<file path="config.mk">
export PLATFORM = sky130hd
export DESIGN_NAME = fetch_mem_ctrl_flat
export DESIGN_NICKNAME = d
export VERILOG_FILES = /design/src/rtl/fetch_mem_ctrl_pkg.sv /design/src/rtl/fetch_mem_ctrl_if.sv /design/src/rtl/fetch_block_split.sv /design/src/rtl/fetch_mem_ctrl.sv /design/src/flat_wrapper.sv
export SDC_FILE = /design/constraint.sdc
export NUM_CORES = 1
export LEC_CHECK = 0
export ABC_CLOCK_PERIOD_IN_PS = 3230
export CORE_UTILIZATION = 42
export DETAILED_ROUTE_END_ITERATION = 8
export GPL_TIMING_DRIVEN = 1
export PLACE_DENSITY = 0.83
export SLEW_MARGIN = 20
export SYNTH_ARGS = -nofsm -noshare
export SYNTH_HDL_FRONTEND = slang
export SYNTH_SLANG_ARGS = --single-unit
</file>
<file path="constraint.sdc">
create_clock -name clock -period 3.23 [get_ports clock]
set_input_delay 0.646 -clock clock [delete_from_list [all_inputs] [get_ports clock]]
set_output_delay 0.646 -clock clock [all_outputs]
set_load 0.01 [all_outputs]
</file>
<file path="src/rtl/fetch_mem_ctrl_pkg.sv">
// Shared types and constants for the fetch-stage instruction-memory controller.
// A 64-bit memory block holds INSTS_PER_BLOCK 32-bit instructions.
package fetch_mem_ctrl_pkg;

   localparam int unsigned INSTS_PER_BLOCK = 2;
   localparam int unsigned N               = INSTS_PER_BLOCK;
   localparam int unsigned NUM_SCALAR_BITS = 3;
   localparam int unsigned WORD_IDX_BITS   = $clog2(INSTS_PER_BLOCK);
   localparam int unsigned MEM_TAG_BITS    = 4;

   typedef logic [31:0]             ADDR;
   typedef logic [31:0]             INST;
   typedef logic [63:0]             MEM_BLOCK;
   typedef logic [MEM_TAG_BITS-1:0] MEM_TAG;

   typedef enum logic [1:0] {
      MEM_NONE  = 2'h0,
      MEM_LOAD  = 2'h1,
      MEM_STORE = 2'h2
   } MEM_COMMAND;

   typedef struct packed {
      INST inst;
      ADDR PC;
   } FETCH_PACKET;

   typedef enum logic [1:0] {
      StIdle,
      StReq,
      StWait,
      StDeliver
   } fetch_state_e;

   // Instructions left in the block from the given word offset onwards.
   function automatic logic [NUM_SCALAR_BITS-1:0] deliver_count(
      input logic [WORD_IDX_BITS-1:0] offset
   );
      return NUM_SCALAR_BITS'(INSTS_PER_BLOCK) - NUM_SCALAR_BITS'(offset);
   endfunction

endpackage

</file>
<file path="src/rtl/fetch_mem_ctrl_if.sv">
// Instruction-memory bus between the fetch controller (master) and memory (slave).
interface fetch_mem_ctrl_if;
   import fetch_mem_ctrl_pkg::*;

   MEM_COMMAND Imem_command;
   ADDR        Imem_addr;
   MEM_TAG     Imem2proc_transaction_tag;
   MEM_TAG     Imem2proc_data_tag;
   MEM_BLOCK   Imem2proc_data;

   modport master (
      output Imem_command,
      output Imem_addr,
      input  Imem2proc_transaction_tag,
      input  Imem2proc_data_tag,
      input  Imem2proc_data
   );

   modport slave (
      input  Imem_command,
      input  Imem_addr,
      output Imem2proc_transaction_tag,
      output Imem2proc_data_tag,
      output Imem2proc_data
   );

endinterface

</file>
<file path="src/rtl/fetch_block_split.sv">
// Splits a memory block into fetch packets starting at a word offset.
// Packets at or beyond cnt are zero.
module fetch_block_split
   import fetch_mem_ctrl_pkg::*;
(
   input  MEM_BLOCK                   block,
   input  ADDR                        base_PC,
   input  logic [WORD_IDX_BITS-1:0]   offset,
   input  logic [NUM_SCALAR_BITS-1:0] cnt,
   output FETCH_PACKET [N-1:0]        packets
);

   INST [INSTS_PER_BLOCK-1:0] words;
   assign words = block;

   always_comb begin
      packets = '0;
      for (int i = 0; i < N; i++) begin
         if (NUM_SCALAR_BITS'(i) < cnt) begin
            packets[i].inst = words[offset + WORD_IDX_BITS'(i)];
            packets[i].PC   = base_PC + ADDR'(4 * i);
         end
      end
   end

endmodule

</file>
<file path="src/rtl/fetch_mem_ctrl.sv">
// Fetch-stage instruction-memory sequencer: one block load at a time, tag-matched
// response, all-or-nothing delivery. Optional counters under FETCH_PERF_CNT_EN.
module fetch_mem_ctrl
   import fetch_mem_ctrl_pkg::*;
#(
   parameter ADDR RESET_PC = 32'h0
) (
   input  logic                       clock,
   input  logic                       reset,
   input  logic                       redirect_valid,
   input  ADDR                        redirect_PC,
   fetch_mem_ctrl_if.master           imem,
   input  logic [NUM_SCALAR_BITS-1:0] inst_buffer_spots,
   output FETCH_PACKET [N-1:0]        inst_buffer_inputs,
   output logic [NUM_SCALAR_BITS-1:0] instructions_valid,
   output logic                       fetch_busy
`ifdef FETCH_PERF_CNT_EN
   ,
   output logic [31:0]                perf_stall_cycles,
   output logic [31:0]                perf_squashed_reqs
`endif
);

   fetch_state_e state;
   ADDR          fetch_PC;
   MEM_TAG       saved_tag;
   MEM_BLOCK     block_reg;

   logic [WORD_IDX_BITS-1:0]   offset;
   logic [NUM_SCALAR_BITS-1:0] cnt;
   logic                       accepted;
   logic                       data_hit;
   logic                       deliver_fire;

   assign offset       = fetch_PC[2 +: WORD_IDX_BITS];
   assign cnt          = deliver_count(offset);
   assign accepted     = imem.Imem2proc_transaction_tag != '0;
   // Tag 0 means "nothing returned", so it can never match.
   assign data_hit     = (imem.Imem2proc_data_tag == saved_tag) && (imem.Imem2proc_data_tag != '0);
   assign deliver_fire = (state == StDeliver) && !reset && !redirect_valid &&
                         (inst_buffer_spots >= cnt);

   always_ff @(posedge clock) begin
      if (reset) begin
         state     <= StIdle;
         fetch_PC  <= RESET_PC;
         saved_tag <= '0;
         block_reg <= '0;
      end else if (redirect_valid) begin
         // Clearing saved_tag orphans any outstanding or same-cycle-accepted tag.
         fetch_PC  <= redirect_PC & ~ADDR'(3);
         saved_tag <= '0;
         state     <= StReq;
      end else begin
         unique case (state)
            StIdle: state <= StReq;
            StReq: begin
               if (accepted) begin
                  saved_tag <= imem.Imem2proc_transaction_tag;
                  state     <= StWait;
               end
            end
            StWait: begin
               if (data_hit) begin
                  block_reg <= imem.Imem2proc_data;
                  state     <= StDeliver;
               end
            end
            StDeliver: begin
               if (deliver_fire) begin
                  fetch_PC <= {fetch_PC[31:3] + 29'd1, 3'b000};
                  state    <= StReq;
               end
            end
            default: state <= StIdle;
         endcase
      end
   end

   assign imem.Imem_command = (state == StReq && !reset) ? MEM_LOAD : MEM_NONE;
   assign imem.Imem_addr    = (state == StReq && !reset) ? {fetch_PC[31:3], 3'b000} : '0;
   assign fetch_busy        = !reset && (state == StReq || state == StWait);
   assign instructions_valid = deliver_fire ? cnt : '0;

   fetch_block_split u_split (
      .block   (block_reg),
      .base_PC (fetch_PC),
      .offset  (offset),
      .cnt     (instructions_valid),
      .packets (inst_buffer_inputs)
   );

`ifdef FETCH_PERF_CNT_EN
   logic stall_evt;
   logic squash_evt;

   assign stall_evt  = (state == StDeliver) && (inst_buffer_spots < cnt);
   assign squash_evt = redirect_valid && (state == StWait || (state == StReq && accepted));

   always_ff @(posedge clock) begin
      if (reset) begin
         perf_stall_cycles  <= '0;
         perf_squashed_reqs <= '0;
      end else begin
         if (stall_evt && perf_stall_cycles != '1) begin
            perf_stall_cycles <= perf_stall_cycles + 32'd1;
         end
         if (squash_evt && perf_squashed_reqs != '1) begin
            perf_squashed_reqs <= perf_squashed_reqs + 32'd1;
         end
      end
   end
`endif

endmodule

</file>
<file path="src/flat_wrapper.sv">
// flat-port wrapper written by rule: the top's interface ports become plain ports
module fetch_mem_ctrl_flat import fetch_mem_ctrl_pkg::*;
#(
   parameter ADDR RESET_PC = 32'h0
)
  (clock, reset, redirect_valid, redirect_PC, inst_buffer_spots, inst_buffer_inputs, instructions_valid, fetch_busy, imem_Imem_command, imem_Imem_addr, imem_Imem2proc_transaction_tag, imem_Imem2proc_data_tag, imem_Imem2proc_data);
  fetch_mem_ctrl_if imem_i ();
  input  logic clock;
  input  logic reset;
  input  logic redirect_valid;
  input  ADDR redirect_PC;
  input  logic [NUM_SCALAR_BITS-1:0] inst_buffer_spots;
  output FETCH_PACKET [N-1:0] inst_buffer_inputs;
  output logic [NUM_SCALAR_BITS-1:0] instructions_valid;
  output logic fetch_busy;
  output wire logic [$bits(imem_i.Imem_command)-1:0] imem_Imem_command;
  output wire logic [$bits(imem_i.Imem_addr)-1:0] imem_Imem_addr;
  input wire logic [$bits(imem_i.Imem2proc_transaction_tag)-1:0] imem_Imem2proc_transaction_tag;
  input wire logic [$bits(imem_i.Imem2proc_data_tag)-1:0] imem_Imem2proc_data_tag;
  input wire logic [$bits(imem_i.Imem2proc_data)-1:0] imem_Imem2proc_data;
  assign imem_Imem_command = imem_i.Imem_command;
  assign imem_Imem_addr = imem_i.Imem_addr;
  assign imem_i.Imem2proc_transaction_tag = imem_Imem2proc_transaction_tag;
  assign imem_i.Imem2proc_data_tag = imem_Imem2proc_data_tag;
  assign imem_i.Imem2proc_data = imem_Imem2proc_data;
  fetch_mem_ctrl #(.RESET_PC(RESET_PC)) u_core (.clock(clock), .reset(reset), .redirect_valid(redirect_valid), .redirect_PC(redirect_PC), .imem(imem_i), .inst_buffer_spots(inst_buffer_spots), .inst_buffer_inputs(inst_buffer_inputs), .instructions_valid(instructions_valid), .fetch_busy(fetch_busy));
endmodule
</file>
==> key figures, run 1 <==
STA
  – Final cycle utilization of the critical path: 97.88%
  – Min Clock Period, post-route: 3.162 ns
  – Final TNS setup: 0 ns
  – RSZ-0062 raised after global routing: no
  – Slew at the pin with the worst max-slew slack: 0.5819 ns
  – Fmax: 316.3 MHz
  – Final clock skew: 0.005946 ns
  – Final hold vios: 0
  – Fin. max-slew vios: 0
  – Worst slew slack as a fraction of its limit: 61.21%
  – Final setup violation count: 0

Power and ir drop
  – Switching part of the total: 26.60%
  – Total Power: 2779 µW
  – Highest ir drop seen on vdd: 0.2426 mV
  – Combinational fraction of design power: 16.2%
  – Total power per unit cell area: 299.7 nW/µm²
  – Cell Int Power: 2040 µW
  – Psw: 739.2 µW
  – Sequential cell fraction of total power: 46.8%
  – Leakage: 0.003970 µW
  – Clock power share: 37.0%

Route
  – First-iteration detailed-routing DRC count: 313
  – DRC errors left: 0
  – First-pass iteration count of the detailed router: 5
  – Routed wire per std cell: 16.90 µm
  – Per-cell via count in the routed design: 5.264
  – DRT Wirelength: 20010 µm
  – Vias: 6233
  – Number of nets still failing antenna checks after routing: 0

CTS
  – Maximum level of the CTS H-tree: 3
  – Clock buffer count from CTS: 9
  – Clock insertion delay at the later pin of the skew report: 0.35 ns
  – Cts-stage hold buffer count: 0
  – Clk buf depth: 2
  – Clock root buffer master: sky130_fd_sc_hd__clkbuf_16
  – Setup Buffers After CTS: 0
  – Sink count of the clock tree: 100
  – Clock transition at path regs: 0.07 ns
  – Clock tree from TritonCTS: done

Die
  – Starting density of the core: 43.49%
  – Width of the chip: 122.4 µm
  – Std cell rows: 43
  – Number of top-level pins: 276
  – Core area: 13990 µm²
  – Die area: 14970 µm²
  – Die outline height: 122.4 µm

Layout
  – Commonest non-fill, non-tap cell in the layout: sky130_fd_sc_hd__clkdlybuf4s50_1
  – Share of layout cells above drive strength 1: 9.363%
  – Post-route core utilization: 66.27%
  – Top library cells by usage in the layout, fill and taps aside: 146 x sky130_fd_sc_hd__clkdlybuf4s50_1, 140 x sky130_fd_sc_hd__nor2_1, 109 x sky130_fd_sc_hd__dlygate4sd2_1
  – Final std cells w/o fill: 1184
  – # fillers: 1211
  – Number of nets in the finished design: 1116
  – Largest register FFs: 64
  – Synthesis-to-layout area growth: 52.39%
  – # diodes: 0
  – Post-route design area: 9270 µm²

Global routing
  – All-Layer GR Usage: 26.89%
  – Met3 usage: 7.621%
  – Met2 demand-to-capacity share in global routing: 46.80%
  – Final global-route overflow total: 0
  – Largest net degree at the start of global routing: 65
  – First-pass GRT wire length: 31140 µm
  – Via count of the first global-routing pass: 6071
  – Antenna violations before repair: 0
  – Most used routing layer: met2
  – Met1 usage in global routing: 30.55%

Synth
  – Post-Syn Instances: 737
  – Area of the mapped netlist: 6083 µm²
  – Count of yosys warnings during synthesis: 0
  – Number of flip-flops and latches in the synthesized netlist: 100
  – Most frequently used flop master after synthesis: sky130_fd_sc_hd__dfxtp_1
  – Number of synthesized flops with an enable pin: 0
  – Unique cell type count in the Yosys netlist: 53
  – Fraction of registers with async set/reset: 0%
  – Post-Syn Area per Cell: 8.254 µm²
  – Register area share after synthesis: 32.91%

Setup path
  – Setup crit start: redirect_valid
  – Worst setup SP type: primary input
  – Cell type of the slowest stage on the worst timing path: sky130_fd_sc_hd__clkdlybuf4s50_1
  – Largest fanout on the critical path: 23
  – Crit-path leading delay family: buffers and inverters
  – Terminus of the critical flop-to-flop path: u_core.fetch_PC[29]
  – Req. time, crit path: 2.58 ns
  – Depth of the worst register-to-register path: 7
  – Worst path cell trace: clkdlybuf4s50_1 > buf_4 > nor2_2 > nand2_4 > buf_12 > nor2_1 > clkdlybuf4s50_1
  – Worst reg2reg startpoint: u_core.fetch_PC[3]
  – CP peak stage delay: 0.57 ns
  – Crit Path Class: primary input to output port
  – Register-to-Register Setup Slack: 0.95 ns
  – Worst EP arrival: 2.52 ns
  – End point of the critical path: inst_buffer_inputs[54]
  – Path length in cells of the critical path: 7
  – Critical path capture point type: output port
  – Cell repeated most along the worst path: sky130_fd_sc_hd__clkdlybuf4s50_1
  – Total buffers and inverters traversed by the critical path: 4

Place
  – Area after detailed placement: 9047 µm²
  – Number of I/O port buffers: 264
  – Half-perimeter wire length of the detailed placement result: 14500 µm
  – Count of placed standard cells including taps: 1167
  – RePlAce Congestion: 0.8796

Flow run
  – Max Cap Viol: 0

Status
  – Outcome: finished clean

Min path
  – Worst Hold Class: flop to flop
synth_stat cells, types with 8 or more instances:
| cell | instances | share of area [%] |
|---|---|---|
| sky130_fd_sc_hd__and2_1 | 78 | 8.0 |
| sky130_fd_sc_hd__nand3_1 | 15 | 1.2 |
| sky130_fd_sc_hd__a211oi_1 | 10 | 1.2 |
| sky130_fd_sc_hd__nand2_1 | 38 | 2.3 |
| sky130_fd_sc_hd__a31oi_1 | 15 | 1.5 |
| sky130_fd_sc_hd__o21ai_0 | 8 | 0.66 |
| sky130_fd_sc_hd__buf_4 | 12 | 1.5 |
| sky130_fd_sc_hd__mux2i_1 | 96 | 16 |
| sky130_fd_sc_hd__clkbuf_1 | 40 | 2.5 |
| sky130_fd_sc_hd__xor2_1 | 17 | 2.4 |
| sky130_fd_sc_hd__nand4_1 | 13 | 1.3 |
| sky130_fd_sc_hd__xnor2_1 | 10 | 1.4 |
| sky130_fd_sc_hd__nor2_1 | 142 | 8.8 |
| sky130_fd_sc_hd__buf_2 | 10 | 0.82 |
| sky130_fd_sc_hd__and3_1 | 33 | 3.4 |
| sky130_fd_sc_hd__dfxtp_1 | 100 | 33 |
logic make-up (layout without fill, tap and decap cells):
kind of cell	after synthesis	count (layout)	share of synthesized area [%]
simple gates	360	360	30.87
flops	100	100	32.91
mux	97	97	15.98
buf+inv	79	338	7.281
compound gates	66	66	7.569
xor+xnor	27	27	3.887
fa+ha+maj	7	7	1.440
other cells	1	9	0.06164
metrics by stage:
step / hold slack [ns] / worst slack, ns
final: 0.4959 / 0.06838
after detailed placement: 0.4801 / -0.6172
after global routing: 0.5242 / 0.01538
after CTS: 0.4972 / 0.05390
after floorplan: 0.4596 / 0.3400
after global placement: 0.4706 / -0.6216
layer usage:
layer  up-vias  part of all wire [%]  wire (µm)
li1       3041                     -          -
met1      2879                    39       7840
met2       271                    49       9726
met3        42                   9.1       1813
met4         0                   3.1        629
met5         -                     0          0
how the worst min path moves through the flow:
stage                     cells after the start  slack [ns]                    to            startpoint
after floorplan                               2        0.46   u_core.block_reg[0]   u_core.block_reg[0]
after global placement                        2        0.47   u_core.block_reg[7]   u_core.block_reg[7]
after detailed placement                      2        0.48  u_core.block_reg[30]  u_core.block_reg[30]
after CTS                                     2        0.50  u_core.block_reg[30]  u_core.block_reg[30]
after global routing                          2        0.52  u_core.block_reg[25]  u_core.block_reg[25]
final                                         2        0.50  u_core.block_reg[30]  u_core.block_reg[30]
power by group through the flow:
stage | registers [µW] | logic (µW) | clock network [µW]
after floorplan | 1310 | 215 | 0
after global placement | 1330 | 438 | 0
after detailed placement | 1330 | 445 | 0
after CTS | 1300 | 451 | 1040
after global routing | 1300 | 488 | 1090
final | 1300 | 451 | 1030
tightest hold or removal path: cells and delay by family, from the launching register on:
| kind | cells | cell delay [ns] |
|---|---|---|
| DFF | 1 | 0.33 |
| and+or+nand+nor | 1 | 0.07 |
| muxes | 1 | 0.06 |
repair_timing:
item / CTS / global route
hold endpoints to repair: 0 / 0
pin swaps: 6 / 1
resized for setup: 136 / 4
gates cloned: 1 / 0
endpoints found under the setup margin: 126 / 10
layout make-up:
type,count,area (µm²),area share (%)
Clock inverter,6,46.29,0.4994
Multi-Input combinational cell,566,3719,40.11
Clock buffer,10,229.0,2.470
Inverter,7,28.78,0.3104
Sequential cell,100,2006,21.64
Tap cell,180,225.2,2.429
Timing Repair Buffer,315,3017,32.54
No activity file was read; power rests on OpenSTA's default activity.
==> inputs of run 2 (changes only) <==
Settings changed: ABC_CLOCK_PERIOD_IN_PS 3230 to 3800, CORE_MARGIN set to 2, CORE_UTILIZATION 42 to 46, PLACE_DENSITY 0.83 to 0.9.
Clock period 3.23 ns to 3.8 ns, I/O delays scaled along.
==> run 2 against run 1 <==
Utilization increased by 5.2 points. Via count increased by 1.3%. Clock power about the same. Critical path type unchanged. Critical endpoint is now inst_buffer_inputs[32]. Largest cell class unchanged.
==> key figures, run 2 (same netlist as run 1, synthesis figures left out) <==
STA
  – Hold WS: 0.4993 ns (+0.003414 ns)
  – Min setup slack post-route: 0.1028 ns (+0.03441 ns)
  – Fin. max-slew vios: 0 (unchanged)
  – Final clock skew: 0.006098 ns (+0.0001515 ns)
  – Final TNS setup: 0 ns (unchanged)
  – Final cycle utilization of the critical path: 97.30%
  – Slew at the pin with the worst max-slew slack: 1.031 ns (+0.4494 ns)
  – Worst slew slack as a fraction of its limit: 31.25% (-30 points)
  – Final hold vios: 0 (unchanged)
  – Final setup violation count: 0 (unchanged)
  – Fmax: 270.5 MHz
  – Min Clock Period, post-route: 3.697 ns

Power and ir drop
  – Total power per unit cell area: 265.1 nW/µm² (-12%)
  – Cell Int Power: 1866 µW (-8.5%)
  – Psw: 611.9 µW (-17%)
  – Clock power share: 40.8% (+3.8 points)
  – Highest ir drop seen on vdd: 0.2535 mV (+4.5%)
  – Switching part of the total: 24.70% (-1.9 points)
  – Leakage: 0.004835 µW (+22%)
  – Sequential cell fraction of total power: 45.1% (-1.7 points)
  – Combinational fraction of design power: 14.2% (-2.0 points)

CTS
  – Clock tree from TritonCTS: done
  – Clock root buffer master: sky130_fd_sc_hd__clkbuf_16
  – Clock insertion delay at the later pin of the skew report: 0.35 ns (about the same)
  – Cts-stage hold buffer count: 0 (unchanged)
  – Clock buffer count from CTS: 9 (unchanged)
  – Clock transition at path regs: 0.07 ns (about the same)
  – Sink count of the clock tree: 100 (unchanged)
  – Maximum level of the CTS H-tree: 3 (unchanged)
  – Clk buf depth: 2 (unchanged)

Global routing
  – Largest net degree at the start of global routing: 98 (+51%)
  – Antenna violations before repair: 0 (unchanged)
  – Final global-route overflow total: 0 (unchanged)
  – First-pass GRT wire length: 30420 µm (-2.3%)
  – All-Layer GR Usage: 26.87% (about the same)
  – Via count of the first global-routing pass: 6006 (-1.1%)

Route
  – DRT Wirelength: 20480 µm (+2.4%)
  – Top Metal Used: met4
  – First-pass iteration count of the detailed router: 4 (-1)
  – Met3 wirelength from detailed routing: 1861 µm (+2.6%)
  – DRC errors left: 0 (unchanged)
  – Vias: 6311 (+1.3%)
  – Met1 Routed Length: 7873 µm (+0.42%)
  – Number of nets still failing antenna checks after routing: 0 (unchanged)
  – Routed wire per std cell: 17.63 µm (+4.3%)
  – Wire length on met2: 10070 µm (+3.6%)
  – Per-cell via count in the routed design: 5.431 (+3.2%)
  – First-iteration detailed-routing DRC count: 431 (+38%)

Die
  – Number of top-level pins: 276 (unchanged)
  – Std cell rows: 42 (-2.3%)
  – Core area: 13090 µm² (-6.5%)
  – Width of the chip: 119 µm (-2.7%)
  – Starting density of the core: 46.49% (+3.0 points)
  – Die area: 14160 µm² (-5.4%)
  – Die outline height: 119 µm (-2.7%)

Place
  – Number of I/O port buffers: 264 (unchanged)
  – Count of placed standard cells including taps: 1139 (-2.4%)
  – Half-perimeter wire length of the detailed placement result: 14080 µm (-2.9%)
  – Place WS: -0.2626 ns (+0.3546 ns)
  – RePlAce Congestion: 0.8638 (-1.8%)

Flow run
  – Max Cap Viol: 0 (unchanged)

Layout
  – # diodes: 0 (unchanged)
  – Number of nets in the finished design: 1098 (-1.6%)
  – Final std cells w/o fill: 1162 (-1.9%)
  – Share of layout cells above drive strength 1: 7.201% (-2.2 points)
  – Largest register FFs: 64 (unchanged)
  – Synthesis-to-layout area growth: 53.64%
  – Top library cells by usage in the layout, fill and taps aside: 141 x sky130_fd_sc_hd__nor2_1, 141 x sky130_fd_sc_hd__clkdlybuf4s50_1, 99 x sky130_fd_sc_hd__dfxtp_1

Setup path
  – Critical path capture point type: output port
  – Crit Path Class: primary input to output port
  – Largest fanout on the critical path: 7 (-70%)
  – Worst EP arrival: 2.94 ns (+0.42 ns)
  – Req. time, crit path: 3.04 ns (+0.46 ns)
  – Worst setup SP type: primary input

Min path
  – Worst Hold Class: flop to flop

Status
  – Outcome: finished clean
[run 2: cell types whose count changed in the layout (fill, tap and decap cells not counted), moves of 2 or more]
| cell | change |
|---|---|
| sky130_fd_sc_hd__buf_4 | -17 |
| sky130_fd_sc_hd__dlymetal6s2s_1 | +65 |
| sky130_fd_sc_hd__buf_12 | -4 |
| sky130_fd_sc_hd__clkbuf_16 | +2 |
| sky130_fd_sc_hd__clkdlybuf4s15_1 | -4 |
| sky130_fd_sc_hd__bufinv_16 | +2 |
| sky130_fd_sc_hd__clkbuf_2 | +2 |
| sky130_fd_sc_hd__clkdlybuf4s50_1 | -5 |
| sky130_fd_sc_hd__clkinvlp_4 | -2 |
| sky130_fd_sc_hd__dlygate4sd2_1 | -56 |
[run 2: layer usage]
metal | global-route usage [%] | vias up
met4 | 12.72 | 0
met1 | 29.58 | 2957
li1 | - | 3001
met3 | 8.046 | 45
met2 | 47.16 | 308
met5 | 0 | -
[run 2: layout make-up]
class | count | area, µm²
Multi-Input combinational cell | 566 | 3690
Timing Repair Buffer | 297 | 3079
Clock inverter | 5 | 82.58
Sequential cell | 100 | 2003
Tap cell | 176 | 220.2
Clock buffer | 11 | 242.7
Fill cell | 983 | 3739
Inverter | 7 | 28.78
[run 2: worst paths after layout]
kind	from	end	slack, ns	cells after the start
worst max-delay path	inst_buffer_spots[0]	inst_buffer_inputs[32]	0.10	10
worst min-delay path	u_core.block_reg[24]	u_core.block_reg[24]	0.50	2
worst max register to register	u_core.fetch_PC[4]	u_core.fetch_PC[29]	1.45	6
worst min register to register	u_core.block_reg[24]	u_core.block_reg[24]	0.50	2
[run 2: stage by stage]
stage,total power (µW),instance area [µm²],util [%]
2_1_floorplan,1300,6113,-
3_5_place_dp,1482,8812,67.35
6_report,2477,9346,71.43
4_1_cts,2487,9084,69.42
3_3_place_gp,1475,8812,67.35
5_1_grt,2569,9346,71.43
[run 2: power groups by stage]
stage,registers [µW],clock network [µW],logic (µW)
floorplan,1120,0,183
global placement,1140,0,337
global route,1120,1070,377
detailed placement,1140,0,343
finish,1120,1010,351
CTS,1110,1030,345
[run 2: what timing repair did]
| item | in CTS | in global routing |
|---|---|---|
| resized for setup | 60 | 74 |
| setup buffers | 0 | 4 |
| setup endpoints to repair | 62 | 49 |
| gates cloned | 0 | 3 |
| pin swaps | 0 | 1 |
[run 2: worst max-delay path, cell delays in order]
cell,delay (ns)
sky130_fd_sc_hd__clkdlybuf4s50_1,0.45
sky130_fd_sc_hd__inv_1,0.05
sky130_fd_sc_hd__ha_1,0.27
sky130_fd_sc_hd__nand2b_1,0.15
sky130_fd_sc_hd__buf_4,0.13
sky130_fd_sc_hd__a31o_2,0.28
sky130_fd_sc_hd__nand2_4,0.14
sky130_fd_sc_hd__clkbuf_16,0.18
sky130_fd_sc_hd__nor2_1,0.05
sky130_fd_sc_hd__clkdlybuf4s50_1,0.47
